==> config.mk <==
export PLATFORM = sky130hd
export DESIGN_NAME = temporizador_multi
export DESIGN_NICKNAME = d
export VERILOG_FILES = /design/src/rtl/temporizador_pkg.sv /design/src/rtl/temporizador_prescaler.sv /design/src/rtl/temporizador_multi.sv
export SDC_FILE = /design/constraint.sdc
export NUM_CORES = 1
export LEC_CHECK = 0
export CORE_ASPECT_RATIO = 0.8
export CORE_MARGIN = 4
export CORE_UTILIZATION = 58
export DETAILED_ROUTE_END_ITERATION = 10
export PLACE_DENSITY = 0.86
export RECOVER_POWER = 25
export SETUP_SLACK_MARGIN = 0.1
export SYNTH_ARGS = -nofsm -noshare
export SYNTH_HDL_FRONTEND = slang
export SYNTH_SLANG_ARGS = --single-unit
==> constraint.sdc <==
create_clock -name clk_100MHz -period 9.5 [get_ports clk_100MHz]
set_input_delay 1.9 -clock clk_100MHz [delete_from_list [all_inputs] [get_ports clk_100MHz]]
set_output_delay 1.9 -clock clk_100MHz [all_outputs]
set_load 0.05 [all_outputs]
==> src/rtl/temporizador_pkg.sv <==
// Shared definitions for the multi-channel millisecond timer.
//   - default values for the channel count, count width and prescale ratio
//   - per-channel state encoding (idle / running)
package temporizador_pkg;

  localparam int unsigned N_CH_DEFAULT     = 4;
  localparam int unsigned W_DEFAULT        = 16;
  localparam int unsigned PRESCALE_DEFAULT = 100000;

  typedef enum logic {
    ST_IDLE = 1'b0,
    ST_RUN  = 1'b1
  } ch_state_t;

endpackage

==> src/rtl/temporizador_prescaler.sv <==
// Free-running prescaler shared by all timer channels.
// Counts 0..PRESCALE-1 and asserts tick for the one clock in which the count
// sits at PRESCALE-1; the count then wraps to 0.
// Ports:
//   clk_100MHz : system clock
//   rst        : asynchronous active-high reset (count cleared to 0)
//   tick       : one-clock strobe, once every PRESCALE clocks
module temporizador_prescaler
  import temporizador_pkg::*;
#(
  parameter int unsigned PRESCALE = PRESCALE_DEFAULT
) (
  input  logic clk_100MHz,
  input  logic rst,
  output logic tick
);

  localparam int unsigned     CW   = (PRESCALE > 1) ? $clog2(PRESCALE) : 1;
  localparam logic [CW-1:0]   LAST = CW'(PRESCALE - 1);

  logic [CW-1:0] r_cnt;
  logic          w_last;

  assign w_last = (r_cnt == LAST);
  assign tick   = w_last;

  always_ff @(posedge clk_100MHz or posedge rst) begin
    if (rst) begin
      r_cnt <= '0;
    end else if (w_last) begin
      r_cnt <= '0;
    end else begin
      r_cnt <= r_cnt + 1'b1;
    end
  end

endmodule

==> src/rtl/temporizador_multi.sv <==
// Multi-channel down-counting timer driven by one shared millisecond tick.
// Each channel is loaded by a start strobe, decrements once per tick while
// running, and emits a one-clock expiry pulse when it reaches zero; periodic
// channels reload the value latched at start and keep running.
// Ports:
//   clk_100MHz  : system clock
//   rst         : asynchronous active-high reset
//   start_timer : per-channel start/restart strobe
//   stop_timer  : per-channel abort strobe (wins over start and tick)
//   value       : per-channel load value, channel i at [i*W +: W]
//   periodic    : per-channel mode, 0 = one-shot, 1 = auto-reload
//   texpired    : per-channel one-clock expiry pulse (registered)
//   busy        : per-channel running flag (registered)
//   remaining   : per-channel current count, same packing as value
module temporizador_multi
  import temporizador_pkg::*;
#(
  parameter int unsigned N_CH     = N_CH_DEFAULT,
  parameter int unsigned W        = W_DEFAULT,
  parameter int unsigned PRESCALE = PRESCALE_DEFAULT
) (
  input  logic                clk_100MHz,
  input  logic                rst,
  input  logic [N_CH-1:0]     start_timer,
  input  logic [N_CH-1:0]     stop_timer,
  input  logic [N_CH*W-1:0]   value,
  input  logic [N_CH-1:0]     periodic,
  output logic [N_CH-1:0]     texpired,
  output logic [N_CH-1:0]     busy,
  output logic [N_CH*W-1:0]   remaining
);

  localparam logic [W-1:0] ONE = W'(1);

  logic w_tick;

  temporizador_prescaler #(
    .PRESCALE (PRESCALE)
  ) u_prescaler (
    .clk_100MHz (clk_100MHz),
    .rst        (rst),
    .tick       (w_tick)
  );

  for (genvar i = 0; i < N_CH; i++) begin : g_ch
    ch_state_t      r_state;
    logic [W-1:0]   r_count;
    logic [W-1:0]   r_reload;
    logic           r_periodic;
    logic           r_exp;
    logic [W-1:0]   w_val;

    assign w_val = value[i*W +: W];

    // Priority: stop > start > tick. A zero-valued start is an immediate
    // expiry and never enters RUN, so a running count is always >= 1.
    always_ff @(posedge clk_100MHz or posedge rst) begin
      if (rst) begin
        r_state    <= ST_IDLE;
        r_count    <= '0;
        r_reload   <= '0;
        r_periodic <= 1'b0;
        r_exp      <= 1'b0;
      end else begin
        r_exp <= 1'b0;
        if (stop_timer[i]) begin
          r_state <= ST_IDLE;
          r_count <= '0;
        end else if (start_timer[i]) begin
          if (w_val != '0) begin
            r_state    <= ST_RUN;
            r_count    <= w_val;
            r_reload   <= w_val;
            r_periodic <= periodic[i];
          end else begin
            r_state <= ST_IDLE;
            r_count <= '0;
            r_exp   <= 1'b1;
          end
        end else if (r_state == ST_RUN && w_tick) begin
          if (r_count == ONE) begin
            r_exp <= 1'b1;
            if (r_periodic) begin
              r_count <= r_reload;
            end else begin
              r_count <= '0;
              r_state <= ST_IDLE;
            end
          end else begin
            r_count <= r_count - ONE;
          end
        end
      end
    end

    assign texpired[i]         = r_exp;
    assign busy[i]             = (r_state == ST_RUN);
    assign remaining[i*W +: W] = r_count;
  end

endmodule

Yosys cells after proc, flatten, opt, wreduce, memory -nomap -nowiden

Cells that the tools add are included.
Widths: inputs -> output; s select.

Bitwise logic cells: 4
Add/subtract/negate cells: 5
Muxes and demuxes: 69
Equality and inequality tests: 9
Reductions and logical operators: 24

Operator list:

| operator              | count |
|---|---|
| $mux 16               | 24 |
| $eq 16x1->1 const B   | 4 |
| $reduce_bool 16->1    | 4 |
| $sub 16x1->16 const B | 4 |
| $mux 1                | 44 |
| $reduce_and 3->1      | 8 |
| $reduce_bool 3->1     | 8 |
| $add 17x1->17 const B | 1 |
| $eq 17x17->1 const B  | 1 |
| $mux 17               | 1 |
| $ne 3x3->1 const B    | 4 |
| $logic_and 1x1->1     | 4 |
| $not 1->1             | 4 |

Bits of input ports: 78
Output and inout bits: 72
Logic and storage cells: 132
Bits in registers: 157

Logic depth before layout (Yosys ltp)

Depth after elaboration: 5
Depth in mapped cells: 9
Depth with buffers taken out: 7

Modules after synthesis

A second synthesis with hierarchy kept.

Cells, all modules: 1006
Area total of the unflattened synthesis: 8893.5 µm²

Modules (own cells, without submodules):

| module                 | area an instance (µm²) | times used | cells an instance | sequential area each (µm²) |
|---|---|---|---|---|
| temporizador_multi     | 8067.7                 | 1          | 931               | 3503.4 |
| temporizador_prescaler | 825.8                  | 1          | 75                | 425.4 |

Worst setup path before layout

OpenSTA, ideal clock, no wires.

Path type: input to register
Start point: input start_timer[3]
End point: register g_ch[3].r_periodic
Data arrival time: 3.543 ns
Setup time: 0.125 ns
Buffers on the path: 3
Cell stages on the path: 7
Setup slack: 5.832 ns
Data required time: 9.375 ns
Path through: clkbuf_1 inv_1 a41oi_1 and2_1 buf_2 buf_2 mux2_2

Word-level cells in the longest chain between the ends: 1

Ends and longest elaborated chain:

| element                           | RTL line                 | source |
|---|---|---|
| start: declaration                | temporizador_multi.sv:24 | `input logic [N_CH-1:0] start_timer,` |
| $reduce_and 3->1 (no source line) | n/a                      |  |
| end signal: assignment            | temporizador_multi.sv:74 | `r_periodic <= periodic[i];` |
| end: declaration                  | temporizador_multi.sv:49 | `logic r_periodic;` |

No other way between the ends.
A chain may end at the register's enable or synchronous reset.

==> metrics <==
hold_buf cts=0; Synthesized Nets=around 1100; total grt overflow=0; Via density=roughly 6.5; GP Congestion=roughly 0.95; Worst-Margin Slew=about 4800 ps; crit path capture type=asynchronous set/reset pin; DRC errors left=0; outcome=finished, violations left; largest net degree at the start of global routing=111; Max Cap Viol=1; Layout area overhead=23.61%; Yosys warning count=0; Static Leakage=around 4.5 nW; initial antenna violation count=0; Worst Path Required=roughly 10000 ps; min cycle time layout=roughly 5600 ps; ant diodes=0; drt first pass iters=8; post-route clock period utilization=roughly three fifths; Setup WS pre-CTS=~4600 ps; GRT Util Overall=between 20% and 30%; Synth Area per Inst=9.290 um2; Die H=roughly 120 um; f_max=approximately 0.18 GHz; Layout Utilization=approximately three quarters; post-DP HPWL=between 15 and 20 mm; EDFF count, synth=0; asr flop ratio synth=100.0%; IO Pins=150; worst-path fanout max=110; Die X=between 100 and 150 um; Worst setup SP type=primary input; via count=around 8500; # resized after CTS=0; Clock Tree Buf Depth=2; HP Class=reg2reg; RSZ-0062 raised after global routing=no; Mapped Cells=979; busiest grt layer=met2; area of the multi-input gates=4715 um2; Final Skew=approximately 8.4 ps; violated checks=max-capacitance violations, max-slew violations; setup TNS=0 ps; Post-synth top flop=dfrtp_1; die area=approximately 18000 um2; sequential-to-total area share from yosys stat=43.20%; CTS Buf Count=17; Clock transition at path regs=about 60 ps; nets@finish=~1200; crit path DAT=just over 6000 ps; Final Routed Wirelength=between 20 and 30 mm; VDD IR-drop max=between 0.1 and 0.15 mV; DRT iter0 DRCs=around 900; H-tree Lvls=4; share of cells above drive strength 1=under 10%; worst hold slack=about 500 ps; Setup Viol. Count Final=0; M1 GR Usage=41.23%; Hold Vio Cnt, Final=0; Slew headroom=-224.2%; first-pass GRT wire length=about 42 mm; Post-Syn Area=between 9000 and 10000 um2; root buf cell=clkbuf_16; post-route ant nets=0; max-slew violation count=roughly 110; Synth cell types=77; GRT met3 Usage=under 10%; area of the core=approximately 15000 um2; register area=a little under 4000 um2; CTS tree=yes; fill count=roughly 1200; CTS Sinks=approximately 160; vias in the first global route=roughly 8200; PnR worst setup slack=3943 ps; Overall Power=between 2 and 2.5 mW; per-cell routed wire length=19.54 um; IO buf count=between 100 and 150; crit path kind=in2async; Starting Density=around three fifths; Yosys reg bits=approximately 160; Pwr Density=183.3 nW/um2; postcts setup bufs=0; Site Rows=40; grt met2 use=between 40% and 50%; clk_lat worst skew=between 400 and 500 ps
-- sequential cells by signal, indices dropped and copies added, names as in the netlist --
register and flops:
g_ch.r_reload 64, g_ch.r_state 4, g_ch.r_periodic 4, g_ch.r_count 64, g_ch.r_exp 4, u_prescaler.r_cnt 17
-- cells in the mapped netlist, drive strengths merged (7+ instances only) --
library cell  count  area (um2)
mux2             48       540.5
xnor2            24       210.2
buf              32       182.7
o41ai             8       77.58
and3             18       112.6
a31oi            25       156.4
nand4            16       100.1
o211ai            8       60.06
inv              32       120.1
o31ai            15       112.6
or4              18       146.4
nor3             23       115.1
xor2             15       131.4
a22oi            10       75.07
nor4             33       255.2
a21oi            49       245.2
dfrtp           157        3929
clkbuf           39       146.4
nand2            79       296.5
a211oi           19       152.6
nand3            31       155.2
o21ai            56       287.8
a311o             7       70.07
nor2             90       340.3
or3               9       61.31
ha                9       112.6
-- critical path: stages --
cell           delay [ps]
dlygate4sd3_1         540
clkinvlp_2           2690
buf_4                 850
-- power by group --
group	internal (mW)	switching (mW)	total (mW)
clock network	0.507	0.268	0.775
registers	0.736	0.0873	0.823
logic	0.189	0.274	0.463
-- stage by stage --
| step | instances | area [um2] |
|---|---|---|
| 6_report | 1306 | 11240 |
| 5_1_grt | 1306 | 11240 |
| 4_1_cts | 1306 | 11270 |
| 3_5_place_dp | 1274 | 10590 |
| 3_3_place_gp | 1274 | 10590 |
| 2_1_floorplan | 979 | 9095 |
-- cells by family (layout without fill, tap and decap cells) --
group | count (synthesis) | count (layout) | synth area share (%)
simple gates | 359 | 359 | 21.05
compound gates | 262 | 262 | 19.66
flops | 157 | 157 | 43.20
buf+inv | 103 | 220 | 4.939
mux | 50 | 50 | 6.163
xor+xnor | 39 | 39 | 3.756
fa+ha+maj | 9 | 9 | 1.238
-- cell type report --
type / count / area share (%)
inverter: 32 / 1.080
multi-input combinational: 719 / 41.94
clock inverter: 10 / 1.870
tap: 210 / 2.337
timing repair buffer: 156 / 13.70
sequential: 157 / 34.95
clock buffer: 22 / 4.129
-- layer usage --
layer | up-vias | share of wire [%]
li1 | 3857 | -
met1 | 4040 | 44
met2 | 490 | 44
met3 | 76 | 9.3
met4 | 0 | 2.2
met5 | - | 0
-- worst paths after layout --
check | depth (start not counted) | slack (ps) | start | end
max | 3 | 3940 | rst | g_ch[0].r_count[7]
min | 1 | 490 | g_ch[0].r_reload[11] | g_ch[0].r_reload[11]
max reg2reg | 7 | 5530 | u_prescaler.r_cnt[0] | g_ch[2].r_count[4]
min reg2reg | 1 | 490 | g_ch[0].r_reload[11] | g_ch[0].r_reload[11]
max in group clk_100MHz | 5 | 4960 | start_timer[2] | g_ch[2].r_reload[13]
min in group asynchronous | 2 | 3400 | rst | g_ch[3].r_reload[10]
-- layout by cell type (no fill, tap or decap), types with 6 or more instances in the layout --
cell	instances
clkdlybuf4s50_1	148
xnor2_1	24
nand4_1	16
nand2_1	79
a22oi_1	10
a31oi_1	25
dfrtp_1	157
o41ai_1	7
and2_1	6
nand3_1	31
o21a_1	6
clkbuf_16	17
bufinv_16	6
a21oi_1	49
a211oi_1	17
a211o_1	6
nor4_1	29
mux2_2	42
o211ai_1	8
nor4b_1	6
o31ai_1	15
nor2_1	89
buf_4	6
o21ai_0	36
xor2_1	15
a311o_1	7
mux2_1	6
o21ai_1	18
nor3_1	23
or4_1	16
ha_1	9
inv_1	31
or3_1	8
and3_1	18
No activity file was read; power rests on OpenSTA's default activity.
